==> config.mk <==
export PLATFORM = sky130hd
export DESIGN_NAME = injection_scheduler
export DESIGN_NICKNAME = d
export VERILOG_FILES = /design/src/rtl/injection_scheduler.sv
export SDC_FILE = /design/constraint.sdc
export NUM_CORES = 1
export LEC_CHECK = 0
export CAP_MARGIN = 20
export CELL_PAD_IN_SITES_DETAIL_PLACEMENT = 1
export CELL_PAD_IN_SITES_GLOBAL_PLACEMENT = 2
export CORE_UTILIZATION = 37
export DETAILED_ROUTE_END_ITERATION = 6
export DONT_BUFFER_PORTS = 1
export GPL_TIMING_DRIVEN = 1
export PLACE_DENSITY_LB_ADDON = 0.1
export SETUP_SLACK_MARGIN = 0.2
export SLEW_MARGIN = 0
export SYNTH_ARGS = -nofsm -noshare
export SYNTH_HDL_FRONTEND = slang
export SYNTH_SLANG_ARGS = --single-unit
==> constraint.sdc <==
create_clock -name clk -period 2.97 [get_ports clk]
set_input_delay 0.594 -clock clk [delete_from_list [all_inputs] [get_ports clk]]
set_output_delay 0.594 -clock clk [all_outputs]
set_load 0.05 [all_outputs]
==> src/rtl/injection_scheduler.sv <==
// Round-robin injector arbiter feeding one router local port; optional watchdog under INJ_SCHED_TIMEOUT_EN.
// Grant one edge after request; min 2 cycles/packet; stalls while DnStrFull, holds request until GntDnStr.
module injection_scheduler #(
    parameter int dataWidth   = 32,
    parameter int NUM_REQ     = 4,
    parameter int MAX_PKTS    = 1023,
    parameter int TIMEOUT_CYC = 255
) (
    input  logic                         clk,
    input  logic                         reset,
    input  logic [NUM_REQ-1:0]           ReqUp,
    input  logic [NUM_REQ*dataWidth-1:0] PacketIn,
    output logic [NUM_REQ-1:0]           GntUp,
    input  logic                         DnStrFull,
    input  logic                         GntDnStr,
    output logic                         ReqDnStr,
    output logic [dataWidth-1:0]         PacketOut,
    output logic [15:0]                  SentCount,
    output logic                         Done,
    output logic                         Timeout
);

    if (NUM_REQ != 4) begin : g_bad_num_req
        $error("injection_scheduler supports exactly 4 requesters");
    end
    if (TIMEOUT_CYC < 1 || TIMEOUT_CYC > 255) begin : g_bad_timeout
        $error("TIMEOUT_CYC must fit the 8-bit watchdog");
    end

    typedef enum logic {
        IDLE,
        WAIT_DN
    } state_t;

    localparam logic [15:0] MAX_CNT = 16'(MAX_PKTS);

    state_t                 r_state;
    logic [NUM_REQ-1:0]     r_gnt;
    logic                   r_req;
    logic [dataWidth-1:0]   r_pkt;
    logic [15:0]            r_cnt;
    logic [1:0]             r_rr;

    logic                   w_win_vld;
    logic [1:0]             w_win;
    logic [dataWidth-1:0]   w_pkt;
    logic                   w_done;
    logic                   w_can_grant;

    // Scan from the highest offset down so the lowest offset from r_rr wins.
    always_comb begin
        w_win_vld = 1'b0;
        w_win     = 2'd0;
        for (int k = 3; k >= 0; k--) begin
            if (ReqUp[r_rr + 2'(k)]) begin
                w_win_vld = 1'b1;
                w_win     = r_rr + 2'(k);
            end
        end
    end

    assign w_pkt       = PacketIn[w_win*dataWidth +: dataWidth];
    assign w_done      = (r_cnt == MAX_CNT);
    assign w_can_grant = w_win_vld && !w_done && !DnStrFull;

`ifdef INJ_SCHED_TIMEOUT_EN
    localparam logic [7:0] WD_LAST = 8'(TIMEOUT_CYC - 1);

    logic [7:0] r_wd;
    logic       r_timeout;

    always_ff @(posedge clk or negedge reset) begin
        if (!reset) begin
            r_state   <= IDLE;
            r_gnt     <= '0;
            r_req     <= 1'b0;
            r_pkt     <= '0;
            r_cnt     <= '0;
            r_rr      <= 2'd0;
            r_wd      <= 8'd0;
            r_timeout <= 1'b0;
        end else begin
            r_gnt <= '0;
            case (r_state)
                IDLE: begin
                    if (w_can_grant) begin
                        r_gnt   <= NUM_REQ'(1) << w_win;
                        r_pkt   <= w_pkt;
                        r_req   <= 1'b1;
                        r_rr    <= w_win + 2'd1;
                        r_wd    <= 8'd0;
                        r_state <= WAIT_DN;
                    end
                end
                WAIT_DN: begin
                    if (GntDnStr) begin
                        r_req   <= 1'b0;
                        r_state <= IDLE;
                        if (r_cnt != MAX_CNT) begin
                            r_cnt <= r_cnt + 16'd1;
                        end
                    end else if (r_wd == WD_LAST) begin
                        // Abandon the packet uncounted; the flag stays set until reset.
                        r_req     <= 1'b0;
                        r_timeout <= 1'b1;
                        r_state   <= IDLE;
                    end else begin
                        r_wd <= r_wd + 8'd1;
                    end
                end
                default: r_state <= IDLE;
            endcase
        end
    end

    assign Timeout = r_timeout;
`else
    always_ff @(posedge clk or negedge reset) begin
        if (!reset) begin
            r_state <= IDLE;
            r_gnt   <= '0;
            r_req   <= 1'b0;
            r_pkt   <= '0;
            r_cnt   <= '0;
            r_rr    <= 2'd0;
        end else begin
            r_gnt <= '0;
            case (r_state)
                IDLE: begin
                    if (w_can_grant) begin
                        r_gnt   <= NUM_REQ'(1) << w_win;
                        r_pkt   <= w_pkt;
                        r_req   <= 1'b1;
                        r_rr    <= w_win + 2'd1;
                        r_state <= WAIT_DN;
                    end
                end
                WAIT_DN: begin
                    // No watchdog: wait for the router for as long as it takes.
                    if (GntDnStr) begin
                        r_req   <= 1'b0;
                        r_state <= IDLE;
                        if (r_cnt != MAX_CNT) begin
                            r_cnt <= r_cnt + 16'd1;
                        end
                    end
                end
                default: r_state <= IDLE;
            endcase
        end
    end

    assign Timeout = 1'b0;
`endif

    assign GntUp     = r_gnt;
    assign ReqDnStr  = r_req;
    assign PacketOut = r_pkt;
    assign SentCount = r_cnt;
    assign Done      = w_done;

endmodule

==> out/summary.txt, run 1 <==
result of the run: complete, no violations
Setup crit start kind: register
violation count after the first detailed-routing iteration: 49
Net Sw Frac: 52.6%
internal power: 1.79 mW
global-route congestion overflow total: 0
clock slew at reported path FFs: 0.10 ns
xor/xnor cell area share of the yosys netlist: 4.32%
boundary pin count: 191
vias per cell: 5.78
worst flop-to-flop path startpoint: SentCount[0]
first-pass GRT wire length: 12400 um
most common cell after layout, fill and taps aside: sky130_fd_sc_hd__mux2i_1
final period utilization: 86.9%
number of max-cap violations: 0
arrival time reported for the critical path endpoint: 2.80 ns
diode insertion count for antenna repair: 0
final cell count without fillers: 395
share of synthesized area occupied by flip-flops and latches: 43.2%
transition time of the tightest slew-check pin: 1.01 ns
Req. time, crit path: 3.19 ns
Die Y: 95.6 um
uppermost signal routing layer after detailed routing: met4
end point of the critical path: PacketOut[2]
setup-violating endpoint count in the final report: 0
Max Fclk: 388 MHz
detailed-route wire length: 8180 um
Post-synth top flop: sky130_fd_sc_hd__dfrtp_1
share of synthesized area spent on multiplexers: 20.4%
Post-Route Setup TNS: 0 ns
insertion delay of the later-clocked pin in the worst-skew pair: 0.30 ns
# H-tree levels: 2
number of max-slew violations in the final report: 0
number of logic stages on the critical path including buffering: 7
Net Count, Synth: 417
number of CTS-inserted buffers: 5
post-synthesis cell type count: 32
Max-slew headroom: 32.6%
Starting Density: 38.9%
clock sink total: 56
post-synthesis area per instance: 11.6 um^2
dpl cells: 386
PwrDens: 1060 nW/um^2
ratio of cells with drive above 1 in the final layout: 22.8%
critical path startpoint: SentCount[0]
count of flip-flops with a built-in enable after synthesis: 0
final hold violations: 0
Port Buffers: 0
root cell of the clock tree: sky130_fd_sc_hd__clkbuf_8
vias in the first global route: 2415
synthesized cell area: 3240 um^2
Routability Congestion: 0.723
flop and latch count out of synthesis: 56
Chip Width: 95.6 um
master of the slowest instance on the critical path: sky130_fd_sc_hd__or4_2
HPWL reported at the end of detailed placement: 6180 um
commonest cells after routing, fill and taps aside: 65 x sky130_fd_sc_hd__mux2i_1, 56 x sky130_fd_sc_hd__dfrtp_1, 41 x sky130_fd_sc_hd__nand2_1
M1 WL: 3160 um
area growth from synthesis to final layout: 10.0%
core region area: 8340 um^2
Tmin final: 2.58 ns
number of vias in the routed layout: 2282
Clock Tree Buf Depth: 2
net switching component of the power: 1.98 mW
Worst Path Buf+Inv: 1
reg-to-reg endpoint: PacketOut[2]
part of the total power dissipated in combinational logic: 32.6%
post-synthesis compound-gate area fraction: 15.3%
largest family of logic cells by synthesized area: multiplexers
met2 WL post-DR: 4180 um
buffer count from post-CTS setup fixing: 0
setup slack on the worst flop-to-flop path: 0.39 ns
largest net degree at the start of global routing: 57
endpoint kind of the worst setup timing path: register
min-delay worst type: input port to asynchronous set/reset pin
top area cells in the synthesized netlist: sky130_fd_sc_hd__dfrtp_1 43%, sky130_fd_sc_hd__mux2i_1 20%, sky130_fd_sc_hd__o221ai_2 13%
Setup Slack @ Placement: 0.390 ns
Crit path max-delay family: simple AND/OR/NAND/NOR gates
sequential group share of total power: 54.1%
crit-path max cell delay: 0.57 ns
static leakage power: 1.57 nW
count of nets after finishing: 426
routed length per placed instance: 20.7 um
crit-path cells: ha_1, nand3_1, nor4_4, or4_4, or4_2, buf_4, o221ai_2
TritonCTS clock tree: yes
share of total power in the clock network: 13.3%
depth of the worst register-to-register path: 7
wire length on met3: 762 um
largest area contributor in the synthesized netlist: sky130_fd_sc_hd__dfrtp_1
count of nets left with antenna violations after detail routing: 0
Post-route DRC: 0
synthesized instance count: 280
area share of the largest cell type after synthesis: 43.2%
adder-cell share of the synthesized area: 0.386%
worst-case setup margin in the final layout: 0.390 ns
number of iterations in the first detailed-routing pass: 4
area of the die: 9140 um^2
number of standard-cell rows in the floorplan: 33
final core utilization: 42.8%
initial antenna violation count: 0
global-route usage over all layers: 17.9%
post-synthesis async set-or-reset flop share: 100%
crit path kind: register to register
post-synthesis simple-gate area fraction: 11.8%
Clock Skews: 0.00755 ns
largest vdd supply drop: 467 uV
highest net fanout along the worst path: 20
warning count from the yosys run: 0
RSZ-0062 raised after global routing: false
[synth_stat cells, drive strengths merged (2+ instances only)]
master   n
buf     16
dfrtp   56
nor3     2
xor2     4
o21ai    2
clkbuf   5
nor4     4
nor2     7
xnor2   12
nand4    4
nand3    9
a21oi    3
o221ai  32
and3     3
mux2i   65
nand2   41
or4      3
inv      3
[what timing repair did]
action                    4_1_cts  5_1_grt
hold endpoints to repair       56        0
resized for setup               0        0
hold buffers                    1        0
[logic make-up after synthesis]
group           count (synthesis)
xor+xnor                       16
compound gates                 39
mux                            66
flops                          56
fa+ha+maj                       1
simple gates                   77
other cells                     1
buf+inv                        24
[how the worst min path moves through the flow]
stage | start | end | slack (ns) | cells past startpoint
finish | reset | SentCount[5] | 0.13 | 1
global placement | reset | SentCount[5] | 0.30 | 0
global route | reset | SentCount[6] | 0.13 | 1
floorplan | reset | GntUp[0] | 0.30 | 0
CTS | reset | SentCount[5] | 0.14 | 1
detailed placement | reset | SentCount[5] | 0.30 | 0
[routing by layer]
layer,up-vias,track usage [%]
met5,-,0
met4,0,3.98
met3,7,4.86
met2,111,32.4
met1,1107,20.8
li1,1057,-
[power groups by stage]
stage | combinational (mW) | sequential, mW | clock, mW
3_3_place_gp | 1.20 | 2.06 | 0
5_1_grt | 1.36 | 2.08 | 0.551
6_report | 1.23 | 2.04 | 0.500
4_1_cts | 1.25 | 2.05 | 0.523
3_5_place_dp | 1.23 | 2.06 | 0
2_1_floorplan | 0.868 | 2.13 | 0
[stage by stage]
| step | hold slack [ns] | power, mW | cell area [um^2] |
|---|---|---|---|
| 3_5_place_dp | 0.300 | 3.30 | 3430 |
| 2_1_floorplan | 0.298 | 3.00 | 3240 |
| 6_report | 0.128 | 3.77 | 3570 |
| 5_1_grt | 0.131 | 3.99 | 3570 |
| 4_1_cts | 0.142 | 3.82 | 3570 |
| 3_3_place_gp | 0.300 | 3.25 | 3430 |
[registers in the layout, summed over array words and instances (netlist names)]
register / count
r_state: 1
r_rr: 2
GntUp: 4
SentCount: 16
ReqDnStr: 1
PacketOut: 32
[layout make-up]
| type | count | area, um^2 |
|---|---|---|
| clock buffer | 5 | 68.8 |
| timing repair buffer | 23 | 205 |
| fill | 906 | 4770 |
| sequential | 56 | 1400 |
| multi-input combinational | 200 | 1710 |
| inverter | 3 | 11.3 |
| tap | 105 | 131 |
| clock inverter | 3 | 42.5 |
[worst register-to-register path, stage by stage (launching register included)]
cell                       delay, ns
sky130_fd_sc_hd__dfrtp_1        0.40
sky130_fd_sc_hd__ha_1           0.26
sky130_fd_sc_hd__nand3_1        0.17
sky130_fd_sc_hd__nor4_4         0.07
sky130_fd_sc_hd__or4_4          0.53
sky130_fd_sc_hd__or4_2          0.57
sky130_fd_sc_hd__buf_4          0.27
sky130_fd_sc_hd__o221ai_2       0.23
Note: power is estimated with default switching activity, not from simulation.
==> run 2, diff against run 1 <==
- SLEW_MARGIN: 0 -> default
- TNS_END_PERCENT: default -> 20
==> results of run 2 <==
Final layout, timing and power as in run 1 (identical DEF).
==> run 3, diff against run 2 <==
- CORE_UTILIZATION: 37 -> 38
- CTS_BUF_LIST: default -> sky130_fd_sc_hd__clkbuf_2
==> run 3 against run 2 <==
Compared with the run above: critical endpoint is now PacketOut[22]; register-to-register slack hardly changed; global-route usage rose by 0.74 points; worst hold slack improved by 0.11 ns; via count hardly changed; fmax barely moved; count of clock-buffer cells in the layout is 1 higher; combinational power about the same; largest cell class unchanged; total power fell by 5.8%; sequential share of layout area rose by 0.66 points; sequential power about the same; sequential cell count did not move.
==> out/summary.txt, run 3 (synthesis gave the netlist of run 1 again) <==
Post-Route Setup TNS: 0 ns (unchanged)
diode insertion count for antenna repair: 0 (unchanged)
arrival time reported for the critical path endpoint: 2.87 ns (was 2.80 ns)
Hold Path Cell Cnt: 1
Starting Density: 39.3% (was 38.9%)
Setup Slack @ Placement: 0.369 ns (was 0.390 ns)
HPWL reported at the end of detailed placement: 6180 um (about the same)
detailed-route wire length: 8350 um (was 8180 um)
sink of the worst hold path: r_state
first-pass GRT wire length: 12600 um (was 12400 um)
largest net degree at the start of global routing: 57 (unchanged)
routed length per placed instance: 21.2 um (was 20.7 um)
Post-route DRC: 0 (unchanged)
transition time of the tightest slew-check pin: 1.06 ns (was 1.01 ns)
Chip Width: 94.4 um (was 95.6 um)
reg-to-reg endpoint: PacketOut[22] (was PacketOut[2])
largest vdd supply drop: 443 uV (was 467 uV)
area growth from synthesis to final layout: 8.22% (was 10.0%)
Max-slew headroom: 29.0% (was 32.6%)
max reg flops: 32 (unchanged)
insertion delay of the later-clocked pin in the worst-skew pair: 0.43 ns (was 0.30 ns)
violation count after the first detailed-routing iteration: 78 (was 49)
endpoint kind of the worst setup timing path: register (unchanged)
global-route congestion overflow total: 0 (unchanged)
setup slack on the worst flop-to-flop path: 0.39 ns (about the same)
clock slew at reported path FFs: 0.29 ns (was 0.10 ns)
core region area: 8260 um^2 (was 8340 um^2)
Die Y: 94.4 um (was 95.6 um)
min-delay worst type: input port to register (was input port to asynchronous set/reset pin)
Clock Skews: 0.0225 ns (was 0.00755 ns)
Clock Tree Buf Depth: 2 (unchanged)
boundary pin count: 191 (unchanged)
crit path kind: register to register (unchanged)
static leakage power: 1.55 nW (was 1.57 nW)
number of filler instances in the final layout: 907 (was 906)
count of nets after finishing: 426 (unchanged)
PwrDens: 1010 nW/um^2 (was 1060 nW/um^2)
count of nets left with antenna violations after detail routing: 0 (unchanged)
initial antenna violation count: 0 (unchanged)
final period utilization: 86.9% (about the same)
area of the die: 8910 um^2 (was 9140 um^2)
number of CTS-inserted buffers: 5 (unchanged)
TritonCTS clock tree: yes (unchanged)
highest net fanout along the worst path: 35 (was 20)
root cell of the clock tree: sky130_fd_sc_hd__clkbuf_2 (was sky130_fd_sc_hd__clkbuf_8)
Tmin final: 2.58 ns (about the same)
# H-tree levels: 2 (unchanged)
result of the run: complete, no violations (unchanged)
global-route usage over all layers: 18.6% (was 17.9%)
ratio of cells with drive above 1 in the final layout: 22.1% (was 22.8%)
Pwr Total: 3.55 mW (was 3.77 mW)
depth of the worst register-to-register path: 5 (was 7)
worst flop-to-flop path startpoint: SentCount[14] (was SentCount[0])
worst-case setup margin in the final layout: 0.390 ns (about the same)
RSZ-0062 raised after global routing: false (unchanged)
vias per cell: 5.79 (was 5.78)
Min-Delay Startpoint: GntDnStr
Routability Congestion: 0.734 (was 0.723)
number of vias in the routed layout: 2281 (was 2282)
setup-violating endpoint count in the final report: 0 (unchanged)
number of max-slew violations in the final report: 0 (unchanged)
Max Fclk: 388 MHz (about the same)
number of standard-cell rows in the floorplan: 33 (unchanged)
number of iterations in the first detailed-routing pass: 4 (unchanged)
number of max-cap violations: 0 (unchanged)
most common cell after layout, fill and taps aside: sky130_fd_sc_hd__mux2i_1 (unchanged)
vias in the first global route: 2402 (was 2415)
commonest cells after routing, fill and taps aside: 65 x sky130_fd_sc_hd__mux2i_1, 56 x sky130_fd_sc_hd__dfrtp_1, 41 x sky130_fd_sc_hd__nand2_1 (unchanged)
clock sink total: 56 (unchanged)
Req. time, crit path: 3.26 ns (was 3.19 ns)
Port Buffers: 0 (unchanged)
Setup crit start kind: register (unchanged)
final hold violations: 0 (unchanged)
[run 3: what timing repair did]
action,4_1_cts,5_1_grt
hold buffers,2,0
hold endpoints to repair,56,0
setup endpoints to repair,0,1
setup buffers,0,0
resized for setup,0,1
[run 3: power by group]
group / internal, mW / switching (mW) / total (mW)
Clock: 0.0562 / 0.235 / 0.291
Combinational: 0.520 / 0.709 / 1.23
Sequential: 1.02 / 1.01 / 2.03
Total: 1.59 / 1.96 / 3.55
[run 3: routing by layer]
metal / vias to the layer above / share of wire [%] / global-route usage (%)
li1: 1052 / - / -
met1: 1125 / 41 / 22.8
met2: 99 / 51 / 32.9
met3: 5 / 8.0 / 5.15
met4: 0 / 0.57 / 3.08
met5: - / 0 / 0
[run 3: worst max-delay path: stages, from the launching register on]
cell	delay, ns
sky130_fd_sc_hd__dfrtp_1	0.45
sky130_fd_sc_hd__or4_4	0.57
sky130_fd_sc_hd__nor4_4	0.18
sky130_fd_sc_hd__or4_4	0.20
sky130_fd_sc_hd__or2_2	0.82
sky130_fd_sc_hd__o221ai_1	0.21
[run 3: metrics by stage]
| stage | std cells | hold slack (ns) | area [um^2] | util [%] |
|---|---|---|---|---|
| after floorplan | 280 | 0.298 | 3240 | - |
| after global placement | 385 | 0.300 | 3430 | 41.6 |
| after detailed placement | 385 | 0.300 | 3430 | 41.6 |
| after CTS | 394 | 0.207 | 3510 | 42.5 |
| after global routing | 394 | 0.218 | 3510 | 42.5 |
| final | 394 | 0.242 | 3510 | 42.5 |
[run 3: layout make-up]
type	count	area, um^2	share of cell area [%]
multi-input cells	200	1710	48.7
well taps	105	131	3.74
repair buffers	23	220	6.27
flip-flops and latches	56	1400	39.9
clock inverters	1	5.00	0.143
inverters	3	11.3	0.321
clock buffers	6	30.0	0.856
[run 3: worst max path at each step]
stage | start | end | slack [ns] | cells past startpoint
3_3_place_gp | SentCount[0] | PacketOut[20] | 0.43 | 7
2_1_floorplan | SentCount[0] | PacketOut[24] | 0.20 | 8
4_1_cts | SentCount[0] | PacketOut[22] | 0.31 | 7
5_1_grt | SentCount[14] | PacketOut[20] | 0.23 | 5
3_5_place_dp | SentCount[0] | PacketOut[22] | 0.37 | 7
6_report | SentCount[14] | PacketOut[22] | 0.39 | 5
